--- config.mk ---
export PLATFORM = sky130hd
export DESIGN_NAME = apb_reg_completer
export DESIGN_NICKNAME = d
export VERILOG_FILES = /design/src/rtl/apb_reg_completer.sv
export SDC_FILE = /design/constraint.sdc
export NUM_CORES = 1
export LEC_CHECK = 0
export CORE_AREA = 2 2 227 229
export DETAILED_ROUTE_END_ITERATION = 10
export DIE_AREA = 0 0 229 231
export SLEW_MARGIN = 20
export SYNTH_ARGS = -nofsm -noshare
export SYNTH_HDL_FRONTEND = slang
export SYNTH_HIERARCHICAL = 1
export SYNTH_SLANG_ARGS = --single-unit
--- constraint.sdc ---
create_clock -name pclk -period 4.9 [get_ports pclk]
set_input_delay 0.49 -clock pclk [delete_from_list [all_inputs] [get_ports pclk]]
set_output_delay 0.49 -clock pclk [all_outputs]
set_load 0.03 [all_outputs]
--- src/rtl/apb_reg_completer.sv ---
// APB4 completer register bank with byte strobes, programmable wait states and PSLVERR decode.
// Optional APB_REG_PROT_EN adds pprot and rejects unprivileged writes.
package apb_param_pkg;
    localparam int ADDR = 12;
    localparam int DATA = 32;
    typedef logic [DATA/8-1:0] STRB_t;
endpackage

module apb_reg_slot #(
    parameter int              DATA      = 32,
    parameter logic [DATA-1:0] RESET_VAL = '0
) (
    input  logic              pclk,
    input  logic              preset,
    input  logic              we,
    input  logic [DATA-1:0]   wdata,
    input  logic [DATA/8-1:0] strb,
    output logic [DATA-1:0]   q
);
    always_ff @(posedge pclk) begin
        if (preset) begin
            q <= RESET_VAL;
        end else if (we) begin
            for (int b = 0; b < DATA/8; b++)
                if (strb[b]) q[b*8 +: 8] <= wdata[b*8 +: 8];
        end
    end
endmodule

module apb_reg_completer #(
    parameter int              ADDR        = apb_param_pkg::ADDR,
    parameter int              DATA        = apb_param_pkg::DATA,
    parameter int              NREGS       = 8,
    parameter int              WAIT_CYCLES = 0,
    parameter logic [DATA-1:0] RESET_VAL   = '0
) (
    input  logic                  pclk,
    input  logic                  preset,
    input  logic                  psel,
    input  logic                  penable,
    input  logic                  pwrite,
    input  logic [ADDR-1:0]       paddr,
    input  logic [DATA-1:0]       pwdata,
    input  logic [DATA/8-1:0]     pstrb,
`ifdef APB_REG_PROT_EN
    input  logic [2:0]            pprot,
`endif
    output logic [DATA-1:0]       prdata,
    output logic                  pready,
    output logic                  pslverr,
    output logic [NREGS*DATA-1:0] reg_q,
    output logic [NREGS-1:0]      reg_wr
);
    localparam int LSB   = $clog2(DATA/8);
    localparam int IDX_W = ADDR - LSB;

    if (DATA != 32 && DATA != 64) begin : g_bad_data
        $error("apb_reg_completer: DATA must be 32 or 64");
    end

    typedef enum logic {IDLE, ACCESS} state_t;

    typedef struct packed {
        logic             wr;
        logic [IDX_W-1:0] idx;
        logic             err;
    } req_t;

    state_t                     state, state_nx;
    logic [3:0]                 cnt, cnt_nx;
    logic                       done;
    req_t                       req;
    logic [NREGS-1:0]           wr_en;
    logic [NREGS-1:0][DATA-1:0] regs;
    logic [DATA-1:0]            rd_word;
    logic                       prot_err;

`ifdef APB_REG_PROT_EN
    assign prot_err = pwrite & ~pprot[0];
`else
    assign prot_err = 1'b0;
`endif

    // Decode is combinational off the live bus, so only completion-cycle values matter.
    always_comb begin
        req.wr  = pwrite;
        req.idx = paddr[ADDR-1:LSB];
        req.err = (paddr[ADDR-1:LSB] >= IDX_W'(NREGS)) | (paddr[LSB-1:0] != '0) | prot_err;
    end

    always_ff @(posedge pclk) begin
        if (preset) begin
            state  <= IDLE;
            cnt    <= '0;
            reg_wr <= '0;
        end else begin
            state  <= state_nx;
            cnt    <= cnt_nx;
            reg_wr <= wr_en;
        end
    end

    always_comb begin
        state_nx = state;
        cnt_nx   = cnt;
        done     = 1'b0;
        case (state)
            IDLE: begin
                if (psel && !penable) begin
                    state_nx = ACCESS;
                    cnt_nx   = 4'(WAIT_CYCLES);
                end
            end
            ACCESS: begin
                if (!psel) begin
                    // Requester abandoned the transfer: drop it silently.
                    state_nx = IDLE;
                    cnt_nx   = '0;
                end else if (cnt != '0) begin
                    cnt_nx = cnt - 4'd1;
                end else begin
                    done     = 1'b1;
                    state_nx = IDLE;
                end
            end
            default: state_nx = IDLE;
        endcase
    end

    always_comb begin
        wr_en   = '0;
        rd_word = '0;
        for (int i = 0; i < NREGS; i++) begin
            if (req.idx == IDX_W'(i)) begin
                wr_en[i] = done & req.wr & ~req.err;
                rd_word  = regs[i];
            end
        end
    end

    assign pready  = done;
    assign pslverr = done & req.err;
    assign prdata  = (done && !req.wr && !req.err) ? rd_word : '0;
    assign reg_q   = regs;

    for (genvar i = 0; i < NREGS; i++) begin : g_reg
        apb_reg_slot #(.DATA(DATA), .RESET_VAL(RESET_VAL)) u_slot (
            .pclk   (pclk),
            .preset (preset),
            .we     (wr_en[i]),
            .wdata  (pwdata),
            .strb   (pstrb),
            .q      (regs[i])
        );
    end
endmodule
==> results.yml, run 1 <==
timing:
  finalWorstSetupSlack_ps: 339
  slew_violations: 0
  hold_violations: 0
  finClkSkew_ps: 8.98
  timing.fmax_mhz: 219
  relSlewSlack_pct: 21.8
  rsz0062_at_grt: "false"
  tightest_slew_ps: 1170
  setup_viol: 0
  post-route-period-util_pct: 93.1
  tns_ps: 0
  fin_crit_ps: 4560
setup_path:
  worstPathMaxFanout: 29
  crit_path_end_kind: "output port"
  slowest_stage: "clkdlybuf4s50_1"
  start_kind: "register"
  required_ps: 4410
  worst_path_largest_cell_delay_ps: 800
  crit_type: "reg -> out"
  worstPathArrival_ps: 4070
  crit_chain: "inv_1 -> ha_1 -> or3b_1 -> and4bb_2 -> nand3b_1 -> buf_4 -> a221oi_1 -> clkdlybuf4s50_1"
outcome:
  status: "finished clean"
grt:
  grt_pass1_vias: 12700
  grt_max_degree: 149
  grt.total_usage_pct: 22.2
  antenna_found_initial: 3
  grt-ovfl-total: 0
  grt_pass1_wl_mm: 89.6
drt:
  wl_mm: 61.5
  drc: 0
  drtPass1Iterations: 7
  ant_nets: 0
  post_drt_wl_per_cell_um: 24.4
  via_per_inst: 5.44
  drtIter0Drc: 1294
  routed-via-count: 13700
clock_network:
  clkLatencyLatePin_ps: 590
  clock_tree.htree_level_count: 1
  cts_buffers: 31
  postCtsSetupBuffers: 0
  clkSinkCount: 269
  cts_resized: 0
  cts_hold_buffers: 0
  root_buffer: "clkbuf_16"
  clk_pin_slew_ps: 60
  cts_tree: "done"
  cts_buffer_depth: 3
floorplanning:
  core_area_sq_um: 50700
  ios: 351
  die_y_um: 231
  start_util_pct: 29.5
  die_w_um: 229
  die_area_sq_um: 52900
  rows: 83
yosys:
  ys_types: 57
  synth-simple-area-share_pct: 12.6
  synthFlopType: "dfxtp_1"
  synth_warnings: 6
  synth_edf_count: 0
  netlist_instances: 1598
  synth-compound-area-share_pct: 34.0
  ys_ff_latch: 269
  synthTopCellsByArea: "dfxtp_1 (36%), a21bo_1 (14%), nand3_1 (9.3%)"
  syn-num-nets: 1653
  synthArstFlopShare_pct: 0
  netlist.top_cell.by_area: "dfxtp_1"
  synthAdderAreaFrac_pct: 0.168
  synth_area_sq_um: 14900
  ys_seq_area_share_pct: 36.1
  synthTopCellsByCount: "nand3_1 (277), dfxtp_1 (269), a21oi_1 (255)"
  synth_xor_area_share_pct: 0.0587
  yosysMostFrequentCell: "nand3_1"
  yosysTopAreaCellShare_pct: 36.1
  synth_top_family_by_area: "compound AO/OA/AOI/OAI gates"
  muxShareOfSynthArea_pct: 6.62
  syn_avg_cell_area_sq_um: 9.34
cells_and_area:
  num-fill-cells: 5071
  drive_above_1_share_pct: 12.5
  num-nets-final: 1871
  area_growth_pct: 28.3
  stdcell_area_sq_um: 19200
placed_design:
  hpwl_mm: 42.6
  placed_area_sq_um: 18200
  place.gp.congestion: 0.927
  port_buffers: 350
  place_ws_ps: 836
hold_path:
  hold_class: "in -> reg"
pwr:
  p_clk_share_pct: 47.7
  comb_power_share_pct: 7.6
  ir_drop_mv: 0.228
  swShare_pct: 25.9
  pwr_density_cell_nw_per_um2: 256
  p_leak_nw: 6.41
  internal_power_mw: 3.63
  p_seq_share_pct: 44.7
  p_sw_mw: 1.27
run:
  max-cap-violations: 0
==> layout by cell type, fill, tap and decap left out, types with 4 or more instances in the layout <==
cell / count
clkdlybuf4s50_1: 340
nand3_1: 277
or2_1: 4
o22ai_1: 5
clkbuf_8: 9
a21oi_1: 255
o21ai_0: 12
nor4_1: 4
nor2_4: 6
a21o_1: 10
a221o_1: 17
dfxtp_1: 269
and2_1: 5
a21bo_2: 48
mux2_1: 23
inv_1: 20
mux2i_1: 20
a221oi_1: 14
a21bo_1: 208
nand2b_1: 8
clkbuf_16: 31
o21bai_1: 6
nor3_1: 13
buf_12: 8
o31ai_1: 6
mux2_2: 21
mux4_2: 13
nand2_1: 12
clkinv_2: 4
nor2_1: 28
buf_4: 29
a2111oi_0: 5
o221ai_1: 8
a21oi_2: 48
clkbuf_1: 8
o21ai_1: 4
==> cell families (layout without fill, tap and decap cells) <==
kind of cell,count (synthesis),in the layout
xor gates and xnor gates,1,1
and+or+nand+nor,374,374
other,0,2
AOI/OAI and AO/OA,660,660
DFF,269,269
muxes,77,77
buffers and inverters,215,455
adders and majority gates,2,2
==> final cells by class <==
type	instances	area (sq um)	area share (%)
Antenna cell	2	5.00	0.0261
Clock buffer	48	930	4.85
Clock inverter	7	66.3	0.346
Inverter	22	82.6	0.431
Multi-Input combinational cell	1114	8040	42.0
Sequential cell	269	5390	28.1
Tap cell	680	851	4.44
Timing Repair Buffer	378	3800	19.8
==> metal layers <==
layer	vias to the layer above	share of wire, %	wire, um	GRT usage, %
met2	555	41	25200	31.0
met4	0	2.9	1790	6.92
met3	88	9.4	5800	6.66
met1	6777	47	28700	32.3
li1	6286	-	-	-
met5	-	0	0	0
==> state kept, by name, summed over array words and instances, names as in the netlist <==
register	cells
cnt	4
state	1
g.u_slot/q	256
reg_wr	8
==> stage by stage <==
step | cells | util (%) | power, mW | hold slack [ps]
2_1_floorplan | 1598 | - | 2.48 | 464
3_3_place_gp | 2463 | 35.8 | 2.60 | 483
3_5_place_dp | 2463 | 35.8 | 2.61 | 509
4_1_cts | 2518 | 37.8 | 4.93 | 340
5_1_grt | 2519 | 37.8 | 5.05 | 390
6_report | 2520 | 37.8 | 4.90 | 372
==> path summary, 6_finish.rpt <==
path                  from               endpoint  slack (ps)  cells after the start
hold / removal    pstrb[0]   g_reg[2].u_slot/q[4]         370                      3
setup / recovery    cnt[0]             prdata[26]         340                      8
hold reg to reg     cnt[3]                 cnt[3]         520                      2
setup reg to reg    cnt[0]  g_reg[1].u_slot/q[27]        1590                      9
==> critical path, delay by kind of cell, from the launching register on <==
family                     cells  cell delay, ps
AOI/OAI and AO/OA              1             610
buffers and inverters          3            1300
adders and majority gates      1             190
and+or+nand+nor                3            1060
DFF                            1             330
==> power by group through the flow <==
stage                     clock network (mW)  logic (mW)  registers (mW)
final                                   2.34       0.372            2.19
after global routing                    2.47       0.394            2.19
after CTS                               2.38       0.367            2.19
after detailed placement                   0       0.367            2.24
after global placement                     0       0.361            2.24
after floorplan                            0       0.239            2.24
(Power assumes the default switching activity.)
==> inputs of run 2 (changes only) <==
--- a/config.mk
+++ b/config.mk
@@ -5,9 +5,13 @@
 export SDC_FILE = /design/constraint.sdc
 export NUM_CORES = 1
 export LEC_CHECK = 0
+export CELL_PAD_IN_SITES_DETAIL_PLACEMENT = 0
+export CELL_PAD_IN_SITES_GLOBAL_PLACEMENT = 2
 export CORE_AREA = 2 2 227 229
 export DETAILED_ROUTE_END_ITERATION = 10
 export DIE_AREA = 0 0 229 231
+export PLACE_DENSITY_LB_ADDON = 0.1
+export SKIP_LAST_GASP = 1
 export SLEW_MARGIN = 20
 export SYNTH_ARGS = -nofsm -noshare
 export SYNTH_HDL_FRONTEND = slang
==> run 2 against run 1 <==
Effect of this change: final cell count grew 0.40%; clock power grew 19%; flip-flop and latch count is the same; total power grew 9.3%; die area is the same; combinational power grew 3%; critical path depth is the same; sequential share of layout area shrank 0.30 points; count of clock-buffer cells in the layout grew 3; fmax grew 8.7%; hold slack gained 73 ps; clock skew grew 7.0 ps; largest power group unchanged; highest routed layer unchanged.
==> results.yml, run 2 (same netlist as run 1, synthesis figures left out) <==
outcome:
  status: "finished clean"
floorplanning:
  die_area_sq_um: 52900
  start_util_pct: 29.5
  die_y_um: 231
  die_w_um: 229
  ios: 351
  core_area_sq_um: 50700
  rows: 83
placed_design:
  place.gp.congestion: 0.865
  hpwl_mm: 44.1
  placed_area_sq_um: 18100
  port_buffers: 350
pwr:
  p_seq_share_pct: 40.9
  pwr_density_cell_nw_per_um2: 277
  ir_drop_mv: 0.177
  internal_power_mw: 3.98
  swShare_pct: 25.7
  p_sw_mw: 1.38
  p_leak_nw: 6.53
  comb_power_share_pct: 7.1
  p_clk_share_pct: 51.9
cells_and_area:
  num-nets-final: 1880
  num-fill-cells: 5186
  final_common_cell: "clkdlybuf4s50_1"
  area_growth_pct: 29.6
  reg.largest.list: "g.u_slot/q: 256 flops, reg_wr: 8 flops, cnt: 4 flops"
  layout_common_cells: "clkdlybuf4s50_1 (341), nand3_1 (277), dfxtp_1 (269)"
  multi_input_area_sq_um: 8040
  drive_above_1_share_pct: 13.0
  regArea_sq_um: 5390
  largest_reg_flops: 256
  stdcell_area_sq_um: 19400
  largest-register: "g.u_slot/q"
timing:
  finClkSkew_ps: 16.0
  tightest_slew_ps: 1060
  hold_violations: 0
  relSlewSlack_pct: 27.3
  setup_viol: 0
  slew_violations: 0
  timing.fmax_mhz: 238
  post-route-period-util_pct: 85.6
  rsz0062_at_grt: "false"
  fin_crit_ps: 4200
  tns_ps: 0
drt:
  drc: 0
  drtPass1Iterations: 5
  ant_nets: 0
  routed-via-count: 13600
  wl_mm: 64.6
  via_per_inst: 5.36
  drtIter0Drc: 1114
  post_drt_wl_per_cell_um: 25.5
clock_network:
  root_buffer: "clkbuf_16"
  cts_tree: "done"
  cts_resized: 0
  clkLatencyLatePin_ps: 560
  postCtsSetupBuffers: 0
  clock_tree.htree_level_count: 2
  cts_buffers: 37
  cts_hold_buffers: 0
  cts_buffer_depth: 3
  clk_pin_slew_ps: 60
  clkSinkCount: 269
setup_path:
  slowest_stage: "clkdlybuf4s50_1"
  crit_chain: "inv_1 -> ha_1 -> or3b_1 -> and4bb_2 -> nand3b_1 -> buf_4 -> a221oi_1 -> clkdlybuf4s50_1"
  crit_type: "reg -> out"
  worstPathMaxFanout: 32
  worst_path_largest_cell_delay_ps: 780
  critPathTopFamily: "buffers and inverters"
  critPathBufInv: 3
  required_ps: 4410
  worstPathArrival_ps: 3710
  crit_path_end_kind: "output port"
  start_kind: "register"
grt:
  grt_pass1_wl_mm: 92.0
  grt.total_usage_pct: 23.4
  grt_max_degree: 117
  grt_pass1_vias: 12400
  grt-ovfl-total: 0
  antenna_found_initial: 1
run:
  max-cap-violations: 0
hold_path:
  hold_class: "in -> reg"
## run 2: stage by stage
step / utilization, % / instances / hold WS (ps) / total power, mW / setup WS, ps
floorplan: - / 1598 / 464 / 2.48 / 1440
global placement: 35.8 / 2466 / 493 / 2.62 / 1040
detailed placement: 35.8 / 2466 / 499 / 2.62 / 969
CTS: 38.2 / 2528 / 476 / 5.42 / 649
global route: 38.2 / 2529 / 469 / 5.53 / 561
finish: 38.2 / 2530 / 445 / 5.35 / 705
## run 2: final timing paths
path / slack, ps / to / cells past startpoint / start
max: 700 / prdata[26] / 8 / cnt[0]
min: 450 / g_reg[7].u_slot/q[1] / 2 / preset
max reg2reg: 1590 / g_reg[5].u_slot/q[27] / 9 / cnt[0]
min reg2reg: 500 / cnt[3] / 2 / cnt[3]
## run 2: power groups by stage
stage	clock, mW	sequential (mW)	combinational, mW
final	2.78	2.19	0.382
after detailed placement	0	2.24	0.380
after global routing	2.94	2.19	0.407
after global placement	0	2.24	0.379
after CTS	2.85	2.19	0.381
after floorplan	0	2.24	0.239
## run 2: area by class of cell
class | instances | area share [%]
clock buffer | 51 | 5.58
multi-input combinational | 1114 | 41.5
tap | 680 | 4.40
clock inverter | 11 | 0.692
inverter | 22 | 0.427
sequential | 269 | 27.8
timing repair buffer | 381 | 19.5
antenna | 2 | 0.0259
## run 2: routing by layer
| layer | vias to the layer above | routed length, um | GRT usage, % | share of wire (%) |
|---|---|---|---|---|
| met5 | - | 0 | 0 | 0 |
| met4 | 0 | 1510 | 6.01 | 2.3 |
| met3 | 70 | 4360 | 5.09 | 6.8 |
| met2 | 504 | 26300 | 31.9 | 41 |
| met1 | 6675 | 32400 | 36.3 | 50 |
| li1 | 6321 | - | - | - |
